### src/rtl/orv64_clkg_ctrl.sv
// Idle-driven clock-gating controller: one RUN/DRAIN/OFF/WAKE FSM per functional domain,
// each driving the enable of that domain's clock-gating cell plus ready/gated status.
module orv64_clkg_ctrl #(
  parameter int N_DOM      = 4,
  parameter int IDLE_CNT_W = 6,
  parameter int WAKE_LAT   = 2
) (
  input  logic                  i_clk,
  input  logic                  i_rstn,
  input  logic                  i_cfg_en,
  input  logic [IDLE_CNT_W-1:0] i_cfg_idle_thresh,
  input  logic                  i_tst_en,
  input  logic [N_DOM-1:0]      i_dom_busy,
  input  logic [N_DOM-1:0]      i_dom_wake_req,
  output logic [N_DOM-1:0]      o_dom_clk_en,
  output logic [N_DOM-1:0]      o_dom_ready,
  output logic [N_DOM-1:0]      o_dom_gated
);

  typedef enum logic [1:0] {
    S_RUN   = 2'd0,
    S_DRAIN = 2'd1,
    S_OFF   = 2'd2,
    S_WAKE  = 2'd3
  } state_e;

  localparam logic [3:0]            W_WAKE_LAST = 4'(WAKE_LAT - 1);
  localparam logic [IDLE_CNT_W-1:0] W_IDLE_SAT  = '1;

  for (genvar g = 0; g < N_DOM; g++) begin : g_dom
    state_e                  r_state;
    state_e                  w_state_nxt;
    logic [IDLE_CNT_W-1:0]   r_idle_cnt;
    logic [IDLE_CNT_W-1:0]   w_idle_cnt_nxt;
    logic [3:0]              r_wake_cnt;
    logic [3:0]              w_wake_cnt_nxt;
    logic                    w_idle;

    assign w_idle = i_cfg_en & ~i_dom_busy[g] & ~i_dom_wake_req[g];

    always_ff @(posedge i_clk or negedge i_rstn) begin
      if (!i_rstn) begin
        r_state    <= S_RUN;
        r_idle_cnt <= '0;
        r_wake_cnt <= '0;
      end else begin
        r_state    <= w_state_nxt;
        r_idle_cnt <= w_idle_cnt_nxt;
        r_wake_cnt <= w_wake_cnt_nxt;
      end
    end

    always_comb begin
      w_state_nxt    = r_state;
      w_idle_cnt_nxt = r_idle_cnt;
      w_wake_cnt_nxt = r_wake_cnt;
      case (r_state)
        S_RUN: begin
          if (w_idle) begin
            w_state_nxt    = S_DRAIN;
            w_idle_cnt_nxt = IDLE_CNT_W'(1);
          end else begin
            w_idle_cnt_nxt = '0;
          end
        end
        S_DRAIN: begin
          // A threshold of 0 acts as 1 because idle_cnt is already 1 on entry.
          if (!w_idle) begin
            w_state_nxt    = S_RUN;
            w_idle_cnt_nxt = '0;
          end else if (r_idle_cnt >= i_cfg_idle_thresh) begin
            w_state_nxt = S_OFF;
          end else if (r_idle_cnt != W_IDLE_SAT) begin
            w_idle_cnt_nxt = r_idle_cnt + IDLE_CNT_W'(1);
          end
        end
        S_OFF: begin
          if (!w_idle) begin
            w_state_nxt    = S_WAKE;
            w_wake_cnt_nxt = '0;
          end
        end
        S_WAKE: begin
          // Settle sequence is committed once started; inputs are not looked at.
          w_wake_cnt_nxt = r_wake_cnt + 4'd1;
          if (r_wake_cnt == W_WAKE_LAST) begin
            w_state_nxt    = S_RUN;
            w_idle_cnt_nxt = '0;
          end
        end
        default: begin
          w_state_nxt = S_RUN;
        end
      endcase
    end

    assign o_dom_clk_en[g] = (r_state != S_OFF) | i_tst_en;
    assign o_dom_ready[g]  = (r_state == S_RUN) | (r_state == S_DRAIN);
    assign o_dom_gated[g]  = (r_state == S_OFF);
  end

endmodule

### config.mk
export PLATFORM = sky130hd
export DESIGN_NAME = orv64_clkg_ctrl
export DESIGN_NICKNAME = d
export VERILOG_FILES = /design/src/rtl/orv64_clkg_ctrl.sv
export SDC_FILE = /design/constraint.sdc
export NUM_CORES = 1
export LEC_CHECK = 0
export ABC_AREA = 1
export CORE_MARGIN = 2
export CORE_UTILIZATION = 40
export CTS_CLUSTER_DIAMETER = 100
export DETAILED_ROUTE_END_ITERATION = 10
export PLACE_DENSITY_LB_ADDON = 0.3
export SYNTH_ARGS = -nofsm -noshare
export SYNTH_HDL_FRONTEND = slang
export SYNTH_SLANG_ARGS = --single-unit
### constraint.sdc
create_clock -name i_clk -period 3 [get_ports i_clk]
set_input_delay 0.3 -clock i_clk [delete_from_list [all_inputs] [get_ports i_clk]]
set_output_delay 0.3 -clock i_clk [all_outputs]
set_load 0.03 [all_outputs]
======== After elaboration in Yosys (flattened, before gate mapping) ========
Index checks and enable logic that the tools add are counted.
W data, S select, Z words.
word-level totals
  flip-flop bits (word level) ............. 48
  output and inout port bits .............. 12
  bits of input ports ..................... 18
  logic and storage cells ................. 176
cells by class
  bitwise operators ....................... 24
  multiplexer cells ....................... 56
  magnitude comparators ................... 4
  reduce and logical (&&, ||, !) cells .... 24
  eq/ne operators ......................... 48
  add/sub/neg operators ................... 8
operators by type and width
  operator               count
  $mux W6                16
  $pmux W6 S3            4
  $mux W2                20
  $ne A3 B3 Y1 const B   12
  $ne A2 B2 Y1 const B   16
  $pmux W2 S4            4
  $pmux W4 S2            4
  $reduce_and A4 Y1      8
  $add A6 B1 Y6 const B  4
  $ge A6 B6 Y1           4
  $ne A6 B6 Y1 const B   4
  $add A4 B1 Y4 const B  4
  $eq A2 B2 Y1 const B   8
  $eq A4 B1 Y1 const B   4
  $mux W4                4
  $reduce_bool A3 Y1     4
  $and A1 B1 Y1          8
  $eq A2 B1 Y1 const B   4
  $logic_not A2 Y1       4
  $not A1 Y1             8
  $or A1 B1 Y1           8
  $reduce_and A2 Y1      4
  $reduce_bool A2 Y1     4
  $mux W1                4

======== Depth between registers and ports, before layout ========
  depth after elaboration ................. 5
  mapped depth ............................ 12
  depth with buffers taken out ............ 12

======== Worst setup path after synthesis ========
No wires, ideal clock.
  kind .................................... register to output
  start point ............................. register (tool-made name)
  end point ............................... output o_dom_clk_en[2]
  data arrival time ....................... 1413 ps
  slack ................................... 1287 ps
  required time ........................... 2700 ps
  cell stages (with the launch flop) ...... 4
  buffers on the path ..................... 0
  path through ............................ dfrtp_1 inv_1 nor2_1 nand2_1
RTL lines
  what              RTL line  RTL
  end: declaration  15        output logic [N_DOM-1:0] o_dom_clk_en,

======== Final worst setup path ========
  start point ............................. register g_dom[1].r_state[0]
  end point ............................... output o_dom_gated[1]
between the ends
  cells in the longest elaborated chain, start to end .. 1
RTL lines
  what                      RTL line  RTL
  start: declaration        31        state_e r_state;
  start signal: assignment  47        r_state <= w_state_nxt;
  $eq A2 B2 Y1              99        assign o_dom_gated[g] = (r_state == S_OFF);
  end: declaration          17        output logic [N_DOM-1:0] o_dom_gated
Every way passes these cells.

==> flow_summary.json <==
{
  "port_buffers": 29,
  "yosysTopAreaCell": "dfrtp_1",
  "avgSynthCellArea_sq_um": 7.16,
  "htreeDepth": 2,
  "cts_hold_buffers": 0,
  "hold_viol": 0,
  "antenna-diode-count": 0,
  "period_minus_slack_ns": 2.14,
  "grt_overflow_total": 0,
  "multi_input_area_sq_mm": 0.00208,
  "dp_hpwl_microns": 6220,
  "nets": 603,
  "cts_setup_buffers": 0,
  "worstSetupPathType": "reg -> out",
  "rows": 34,
  "clock_latency_ns": 0.30,
  "grt_max_degree": 49,
  "p_seq_frac": 0.364,
  "nFillCells": 862,
  "ys_ff_latch": 48,
  "power.switching_w": 0.00104,
  "fin_ws_ns": 0.861,
  "cts-root-buf": "clkbuf_8",
  "intPower_w": 0.00149,
  "ir_worst_vdd_mv": 0.402,
  "leakagePower_nw": 2.29,
  "outcome": "completed",
  "final_common_cell": "nand2_1",
  "synth_cell_types": 30,
  "grt_use_total": 0.177,
  "ys_seq_area_frac": 0.327,
  "dp.cells": 650,
  "final_cell_mix": "133 x nand2_1, 87 x inv_1, 59 x nand3_1, 48 x dfrtp_1, 36 x ha_1",
  "hold-worst-slack_ns": 0.203,
  "grt_pass1_wl_microns": 14500,
  "num_vias": 3331,
  "io_pins": 30,
  "hold_class": "in -> async",
  "setup_violations": 0,
  "antenna_left": 0,
  "swShare": 0.413,
  "seqCellArea_sq_mm": 0.00120,
  "core_sq_mm": 0.00881,
  "cp-end-kind": "output port",
  "p_per_area_mw_per_mm2": 599,
  "viasPerCell": 5.07,
  "arrival_ns": 1.84,
  "finalMaxSlewViolations": 0,
  "max_clock_freq_mhz": 468,
  "firstDrtPassIters": 4,
  "syn2layout_area_growth_pct": 15.0,
  "netlist_instances": 513,
  "cts_resized": 0,
  "start_util": 0.417,
  "instances_no_fill": 657,
  "drt-total-wl_microns": 8140,
  "die_x_microns": 99.8,
  "netlist.area_leader.share": 0.327,
  "clock_skew_ns": 0.00575,
  "timing.final.crit_share": 0.713,
  "cts_buffers": 5,
  "synth_area_sq_mm": 0.00367,
  "die_h_microns": 99.8,
  "worstSetupStartpointType": "flop",
  "die_area_sq_mm": 0.00996,
  "wl_per_cell_microns": 12.4,
  "synthTopCellsByArea": "dfrtp_1 33%, nand2_1 14%, ha_1 12%, inv_1 8.9%, nand3_1 8.0%",
  "antenna_found_initial": 0,
  "final_util": 0.479,
  "fin_tns_setup_ns": 0,
  "max_cap_violations": 0,
  "max_slew_margin": 0.253,
  "clk_pin_slew_worst_paths_ns": 0.09,
  "gp_congestion": 0.850,
  "path_max_fanout": 4,
  "cts_buffer_depth": 2,
  "rsz0062_at_grt": "false",
  "place_worst_setup_slack_ns": 0.880,
  "ys.warnings.count": 0,
  "critPathRequiredTime_ns": 2.70,
  "drive_gt1_frac": 0.115,
  "p_clk_frac": 0.219,
  "drtIter0Drc": 169,
  "combPwrFrac": 0.417,
  "cts_sinks": 48,
  "drc_errors": 0,
  "synth_nets": 567,
  "worst_pin_slew_ns": 1.12,
  "grt_pass1_vias": 3295,
  "cts_tree": "built"
}
==> layout make-up <==
cell class	count	share of cell area
Timing Repair Buffer	29	0.0676
Sequential cell	48	0.285
Multi-Input combinational cell	362	0.494
Clock buffer	5	0.0163
Inverter	103	0.0916
Tap cell	108	0.0320
Clock inverter	2	0.0142
==> final timing paths <==
| kind | cells after the start | to | slack, ns | startpoint |
|---|---|---|---|---|
| max | 4 | o_dom_gated[1] | 0.86 | g_dom[1].r_state[0]$_DFFE_PN0P_ |
| min | 1 | asynchronous set/reset pin | 0.20 | i_rstn |
| max reg2reg | 9 | g_dom[3].r_idle_cnt[2]$_DFFE_PN0P_ | 1.28 | g_dom[3].r_idle_cnt[0]$_DFFE_PN0P_ |
| min reg2reg | 1 | g_dom[1].r_wake_cnt[0]$_DFFE_PN0P_ | 0.54 | g_dom[1].r_wake_cnt[0]$_DFFE_PN0P_ |
| max in group asynchronous | 1 | g_dom[0].r_idle_cnt[1]$_DFFE_PN0P_ | 2.10 | i_rstn |
| min in group i_clk | 1 | g_dom[1].r_wake_cnt[0]$_DFFE_PN0P_ | 0.54 | g_dom[1].r_wake_cnt[0]$_DFFE_PN0P_ |
==> stage by stage <==
stage          total power [W]  instance area [sq um]
2_1_floorplan          0.00168                   3670
3_3_place_gp           0.00196                   4090
3_5_place_dp           0.00199                   4090
4_1_cts                0.00255                   4220
5_1_grt                0.00274                   4220
6_report               0.00253                   4220
==> flip-flops by register name, indices dropped and copies added (netlist names), named ones only <==
register / flops
g_dom.r_state: 4
g_dom.r_idle_cnt: 24
g_dom.r_wake_cnt: 16
==> power by group through the flow <==
stage	registers, W	clock network (W)	logic (W)
6_report	0.000922	0.000554	0.00106
5_1_grt	0.000946	0.000595	0.00119
4_1_cts	0.000923	0.000564	0.00106
3_5_place_dp	0.000934	0	0.00105
3_3_place_gp	0.000930	0	0.00103
2_1_floorplan	0.000905	0	0.000774
==> cells in the mapped netlist, drive strengths merged <==
| library cell | instances |
|---|---|
| xnor2 | 4 |
| nand3 | 64 |
| a21o | 1 |
| o21ai | 12 |
| nor4 | 8 |
| a211oi | 2 |
| nand2 | 145 |
| a31oi | 2 |
| dfrtp | 48 |
| ha | 36 |
| or2 | 2 |
| nor2 | 45 |
| xor2 | 4 |
| o21bai | 2 |
| inv | 103 |
| a31o | 1 |
| nand3b | 2 |
| a21oi | 11 |
| nor3 | 1 |
| o22ai | 16 |
| nand4 | 4 |
==> layer usage <==
metal	GRT usage	vias up	part of all wire
li1	-	1716	-
met1	0.239	1546	0.49
met2	0.298	60	0.46
met3	0.0279	9	0.040
met4	0.0421	0	0.011
met5	0	-	0
==> kinds of logic (layout without fill, tap and decap cells) <==
logic type,Yosys count,after routing,synth area share
buf+inv,103,139,0.105
fa+ha+maj,36,36,0.123
flops,48,48,0.327
simple gates,271,271,0.343
xor+xnor,8,8,0.0191
compound gates,47,47,0.0828
==> worst max-delay path, stage by stage (launching register included) <==
cell             delay [ns]
dfrtp_1                0.44
inv_2                  0.09
nand2_1                0.11
inv_1                  0.18
clkdlybuf4s50_1        0.70
No activity file was read; power rests on OpenSTA's default activity.
